===== config.mk =====
export PLATFORM = sky130hd
export DESIGN_NAME = vector_decode_stage
export DESIGN_NICKNAME = d
export VERILOG_FILES = /design/src/rtl/vector_decode_stage.sv
export SDC_FILE = /design/constraint.sdc
export NUM_CORES = 2
export LEC_CHECK = 0
export CAP_MARGIN = 20
export CORE_UTILIZATION = 30
export CTS_CLUSTER_SIZE = 14
export DETAILED_ROUTE_END_ITERATION = 8
export PLACE_DENSITY = 0.51
export SYNTH_ARGS = -nofsm -noshare
export SYNTH_HDL_FRONTEND = slang
export SYNTH_SLANG_ARGS = --single-unit

===== constraint.sdc =====
create_clock -name clk_i -period 6.92 [get_ports clk_i]
set_clock_uncertainty 0.1 [all_clocks]
set_input_delay 1.384 -clock clk_i [delete_from_list [all_inputs] [get_ports clk_i]]
set_output_delay 1.384 -clock clk_i [all_outputs]
set_load 0.02 [all_outputs]

===== src/rtl/vector_decode_stage.sv =====
// vector_decode_stage: vector register file, RAW/WAW scoreboard and a registered
// ID/EX stage with valid/ready handshake, flush and sticky finish.
module vector_decode_stage #(
   parameter int LANES   = 8,
   parameter int LANE_W  = 16,
   parameter int NREGS   = 16,
   parameter int VW      = LANES * LANE_W,
   parameter int RW      = $clog2(NREGS),
   parameter int INSTR_W = 6 + 3 * RW
) (
   input  logic               clk_i,
   input  logic               rst_ni,
   input  logic               in_valid_i,
   input  logic [INSTR_W-1:0] in_instr_i,
   output logic               in_ready_o,
   input  logic               wb_en_i,
   input  logic [RW-1:0]      wb_addr_i,
   input  logic [VW-1:0]      wb_data_i,
   input  logic               flush_i,
   output logic               out_valid_o,
   input  logic               out_ready_i,
   output logic [VW-1:0]      out_rd1_o,
   output logic [VW-1:0]      out_rd2_o,
   output logic [RW-1:0]      out_rd_o,
   output logic [1:0]         out_alu_op_o,
   output logic               out_reg_write_o,
   output logic               out_mem_read_o,
   output logic               out_mem_write_o,
   output logic               out_branch_o,
   output logic               illegal_o,
   output logic               finish_o
);
   logic [VW-1:0] rf_q [NREGS];
   logic [1:0]    cnt_q [NREGS];
   logic [1:0]    cnt_d [NREGS];
   logic [1:0]    dec [NREGS];
   logic [5:0]    op;
   logic [RW-1:0] rd, rs1, rs2;
   logic          known, rw, use1, use2, mr, mw, br, halt, stall, fire, accept;
   logic [1:0]    alu;
   logic [VW-1:0] rd1, rd2;
   logic          out_valid_q, reg_write_q, mem_read_q, mem_write_q, branch_q, halt_q;
   logic          illegal_q, finish_q;
   logic [VW-1:0] rd1_q, rd2_q;
   logic [RW-1:0] rd_q;
   logic [1:0]    alu_q;

   assign op    = in_instr_i[INSTR_W-1 -: 6];
   assign rd    = in_instr_i[3*RW-1 -: RW];
   assign rs1   = in_instr_i[2*RW-1 -: RW];
   assign rs2   = in_instr_i[RW-1:0];
   assign known = op <= 6'h06 || op == 6'h3f;
   assign rw    = op >= 6'h01 && op <= 6'h04;
   assign use1  = op >= 6'h01 && op <= 6'h06;
   assign use2  = (op >= 6'h01 && op <= 6'h03) || op == 6'h05;
   assign mr    = op == 6'h04;
   assign mw    = op == 6'h05;
   assign br    = op == 6'h06;
   assign halt  = op == 6'h3f;
   assign alu   = op == 6'h01 ? 2'd0 : op == 6'h02 ? 2'd1 : op == 6'h03 ? 2'd2 : 2'd3;

   // A register is busy only if it stays pending after this cycle's write-back.
   function automatic logic busy(input logic [RW-1:0] r);
      return r != '0 && cnt_q[r] > 2'(wb_en_i && wb_addr_i == r);
   endfunction

   assign rd1        = rs1 == '0 ? '0 : (wb_en_i && wb_addr_i == rs1) ? wb_data_i : rf_q[rs1];
   assign rd2        = rs2 == '0 ? '0 : (wb_en_i && wb_addr_i == rs2) ? wb_data_i : rf_q[rs2];
   assign stall      = in_valid_i & ((use1 & busy(rs1)) | (use2 & busy(rs2)) | (rw & busy(rd)));
   assign fire       = out_valid_q & out_ready_i & ~flush_i;
   assign in_ready_o = rst_ni & ~stall & ~flush_i & ~finish_q & (~out_valid_q | fire);
   assign accept     = in_valid_i & in_ready_o;

   // Write-back and a flushed writer both retire one outstanding write; a new writer adds one.
   always_comb begin
      for (int i = 0; i < NREGS; i++) begin
         dec[i]   = 2'(wb_en_i && wb_addr_i == RW'(i))
                  + 2'(flush_i && out_valid_q && reg_write_q && rd_q == RW'(i));
         cnt_d[i] = (cnt_q[i] > dec[i] ? cnt_q[i] - dec[i] : 2'd0)
                  + 2'(accept && rw && rd != '0 && rd == RW'(i));
      end
   end

   always_ff @(posedge clk_i or negedge rst_ni) begin
      if (!rst_ni) begin
         for (int i = 0; i < NREGS; i++) begin
            rf_q[i]  <= '0;
            cnt_q[i] <= '0;
         end
         out_valid_q <= 1'b0;
         rd1_q       <= '0;
         rd2_q       <= '0;
         rd_q        <= '0;
         alu_q       <= '0;
         reg_write_q <= 1'b0;
         mem_read_q  <= 1'b0;
         mem_write_q <= 1'b0;
         branch_q    <= 1'b0;
         halt_q      <= 1'b0;
         illegal_q   <= 1'b0;
         finish_q    <= 1'b0;
      end else begin
         for (int i = 0; i < NREGS; i++) cnt_q[i] <= cnt_d[i];
         if (wb_en_i && wb_addr_i != '0) rf_q[wb_addr_i] <= wb_data_i;
         illegal_q <= accept & ~known;
         if (fire && halt_q) finish_q <= 1'b1;
         if (accept) begin
            out_valid_q <= 1'b1;
            rd1_q       <= rd1;
            rd2_q       <= rd2;
            rd_q        <= rd;
            alu_q       <= alu;
            reg_write_q <= rw;
            mem_read_q  <= mr;
            mem_write_q <= mw;
            branch_q    <= br;
            halt_q      <= halt;
         end else if (fire || flush_i) begin
            out_valid_q <= 1'b0;
         end
      end
   end

   assign out_valid_o     = out_valid_q;
   assign out_rd1_o       = rd1_q;
   assign out_rd2_o       = rd2_q;
   assign out_rd_o        = rd_q;
   assign out_alu_op_o    = alu_q;
   assign out_reg_write_o = reg_write_q;
   assign out_mem_read_o  = mem_read_q;
   assign out_mem_write_o = mem_write_q;
   assign out_branch_o    = branch_q;
   assign illegal_o       = illegal_q;
   assign finish_o        = finish_q;
endmodule


==> flow_metrics.py <==
metrics = {
    "final_layout": {
        "stdcell_area_mm2": 0.143,
        "stdcell_count": 13800,
        "areaGrowthSynthToFinish_pct": 15.5,
        "register_area_mm2": 0.0588,
        "n_fill_cell": 38900,
        "drive_above_1_share_pct": 49.5,
        "final_nets": 8351,
        "multi_input_area_mm2": 0.0612,
    },
    "setup_path": {
        "r2r_setup_slack_ns": 2.80,
        "cpPeakStageDelay_ns": 0.66,
        "reg2reg_from": "cnt_q[0]",
        "critPathArrivalTime_ns": 4.78,
        "r2r-end": "out_rd2_o[65]",
        "critical_path_class": "in -> out",
        "rr_worst_depth": 11,
        "crit_family": "buffers and inverters",
        "startpoint": "in_instr_i[8]",
        "path_max_fanout": 10,
        "cp.depth": 13,
        "cp-start-kind": "input pin",
        "worstPathCellList": "clkdlybuf4s50_1, buf_4, mux4_2, mux4_2, inv_1, ha_1, nor2_1, nor2_1, a221oi_2, a31oi_1, nand2_1, a21boi_0, clkdlybuf4s50_1",
        "cp-end-kind": "primary output",
        "crit_end": "in_ready_o",
        "slowest_stage": "clkdlybuf4s50_1",
        "path_buf_inv": 4,
        "cp.required_ns": 5.44,
    },
    "global_routing": {
        "grt_pass1_wl_um": 604000,
        "grt_overflow": 0,
        "grt_usage_pct": 19.6,
        "antenna_found_initial": 54,
        "grt_start_max_net_pins": 171,
        "first_global_vias": 81800,
    },
    "routing": {
        "num_vias": 75100,
        "vias_per_cell": 5.44,
        "drc": 0,
        "drt_wl_total_um": 412000,
        "wl_per_cell_um": 29.8,
        "ant_nets": 0,
        "drt_pass1_iterations": 7,
        "drt_iter0_drc": 5055,
    },
    "timing": {
        "setup_viol": 0,
        "finalCritPeriodShare_pct": 90.5,
        "slew_viol_final": 0,
        "period_needed_ns": 6.26,
        "worst_pin_slew_ns": 1.14,
        "hold_violations": 0,
        "rsz0062_at_grt": "no",
        "slew-limit-headroom_pct": 23.7,
        "max_freq_mhz": 160,
        "fin_tns_setup_ns": 0,
    },
    "clock_network": {
        "cts_tree": "yes",
        "insertion_delay_ns": 0.92,
        "cts_buffers": 293,
        "holdBufCountCts": 0,
        "post_cts_buffers": 0,
        "htreeDepth": 5,
        "clock-root-buffer": "clkbuf_16",
        "cts.sinks": 2350,
        "ctsResizeCount": 0,
        "clk_pin_slew_ns": 0.06,
        "cts_max_path_buffers": 4,
    },
    "floorplan": {
        "initial_core_util_pct": 30.2,
        "die_area_mm2": 0.416,
        "num_rows": 235,
        "die_w_um": 645,
        "design.core.area_mm2": 0.411,
        "io-pin-count": 426,
        "die_y_um": 645,
    },
    "yosys": {
        "yosysTopAreaCellShare_pct": 47.4,
        "synth-seq-cells": 2350,
        "synth-edff-count": 0,
        "synth_common_cells": "2,350 x dfrtp_1, 1,982 x mux2_2, 1,195 x mux4_2, 583 x clkbuf_1, 492 x nand2_1",
        "synth_top_area_cell": "dfrtp_1",
        "ys_types": 54,
        "synth_fp_nets": 8346,
        "syn_area_per_cell_um2": 15.3,
        "async_flop_share_pct": 100,
        "ys.flop_type": "dfrtp_1",
        "syn_inst": 8107,
        "synth_warnings": 0,
        "yosysMostFrequentCell": "dfrtp_1",
        "synth_seq_area_share_pct": 47.4,
        "synth_area_mm2": 0.124,
        "synth_area_leaders": "dfrtp_1 47%, mux4_2 22%, mux2_2 18%",
    },
    "placed_design": {
        "io_buffers": 425,
        "gp_congestion": 0.783,
        "placed_cell_area_mm2": 0.133,
        "dp.final_hpwl_um": 232000,
        "dpl.cell_count": 13300,
    },
    "run": {
        "drv_cap": 0,
    },
    "power": {
        "vdd_drop_max_v": 0.000190,
        "leakage_nw": 58.1,
        "p_per_area_mw_per_mm2": 336,
    },
    "outcome": {
        "status": "completed",
    },
    "hold_path": {
        "hp-class": "in -> async",
    },
}
worst register-to-register path, stage by stage, from the launching register on:
cell and delay, ns:
dfrtp_1 0.46, mux4_2 0.49, mux4_2 0.49, inv_1 0.07, ha_1 0.15, o21ai_0 0.09
a31o_2 0.22, a31oi_1 0.23, and4_4 0.50, buf_12 0.33, buf_12 0.44, mux2_4 0.41
how the worst min path moves through the flow:
stage / slack, ns / startpoint / to / cells past startpoint
finish: 0.24 / rst_ni / rf_q[1363] / 1
CTS: 0.18 / rst_ni / rf_q[1107] / 1
global route: 0.21 / rst_ni / rf_q[1365] / 1
floorplan: 0.34 / rf_q[1920] / rf_q[1920] / 1
global placement: 0.28 / rf_q[2040] / rf_q[2040] / 0
detailed placement: 0.28 / rf_q[1989] / rf_q[1989] / 0
sequential cells by signal (all words and copies together), names as in the netlist:
signal / cells
rf_q: 2048
out_rd1_o: 128
out_rd2_o: 128
cnt_q: 32
out_rd_o: 4
out_alu_op_o: 2
finish_o: 1
halt_q: 1
illegal_o: 1
out_branch_o: 1
out_mem_read_o: 1
out_mem_write_o: 1
out_reg_write_o: 1
out_valid_o: 1
cell families (layout without fill, tap and decap cells):
kind of cell	after synthesis	after routing	share of synthesized area (%)
flops	2350	2350	47.4
xor+xnor	28	28	0.198
mux	3563	3563	43.8
other cells	1	15	0.00302
simple gates	695	695	2.31
buf+inv	957	1187	3.49
fa+ha+maj	83	83	0.933
compound gates	430	430	1.89
power breakdown:
part	total [W]	internal, W	switching, W
clock network	0.0158	0.00937	0.00647
registers	0.0198	0.0172	0.00260
logic	0.0125	0.00749	0.00503
layer usage:
layer | share of wire [%] | routed length [um] | GRT usage [%] | up-vias
met2 | 50 | 205000 | 33.4 | 2047
met4 | 3.3 | 13400 | 6.02 | 28
met3 | 4.5 | 18500 | 2.85 | 708
met1 | 42 | 175000 | 25.8 | 41600
met5 | 0.040 | 165 | 0 | -
li1 | - | - | - | 30700
layout by cell type (no fill, tap or decap), types with 14 or more instances in the layout:
cell / synthesis / routed
dfrtp_1: 2350 / 2350
mux2_2: 1982 / 1982
mux4_2: 1195 / 1195
nand2_1: 492 / 490
clkdlybuf4s50_1: 0 / 417
clkbuf_16: 0 / 296
a21oi_1: 277 / 277
mux2_4: 260 / 260
buf_4: 13 / 131
mux2i_1: 126 / 126
nor2_1: 101 / 88
o21ai_0: 72 / 72
ha_1: 67 / 67
clkbuf_8: 0 / 64
clkbuf_1: 583 / 59
inv_1: 57 / 55
buf_12: 22 / 49
clkinv_2: 0 / 41
o22ai_1: 27 / 27
nor3_1: 24 / 21
bufinv_16: 0 / 20
xor2_1: 19 / 19
fa_1: 16 / 16
diode_2: 0 / 14
area by class of cell:
class	instances	area share, %
Clock inverter	102	1.00
Antenna cell	14	0.0244
Tap cell	5451	4.76
Timing Repair Buffer	609	4.45
Clock buffer	418	5.92
Multi-Input combinational cell	4800	42.7
Inverter	58	0.168
Sequential cell	2350	41.0
per-stage QoR:
| stage | total power (W) | util [%] | setup slack, ns | hold slack [ns] |
|---|---|---|---|---|
| detailed placement | 0.0326 | 32.5 | 0.589 | 0.283 |
| global route | 0.0504 | 34.9 | 0.492 | 0.209 |
| CTS | 0.0487 | 34.9 | 0.601 | 0.184 |
| floorplan | 0.0277 | - | 0.962 | 0.341 |
| global placement | 0.0321 | 32.5 | 0.262 | 0.276 |
| finish | 0.0481 | 34.9 | 0.661 | 0.240 |
Note: power is estimated with default switching activity, not from simulation.
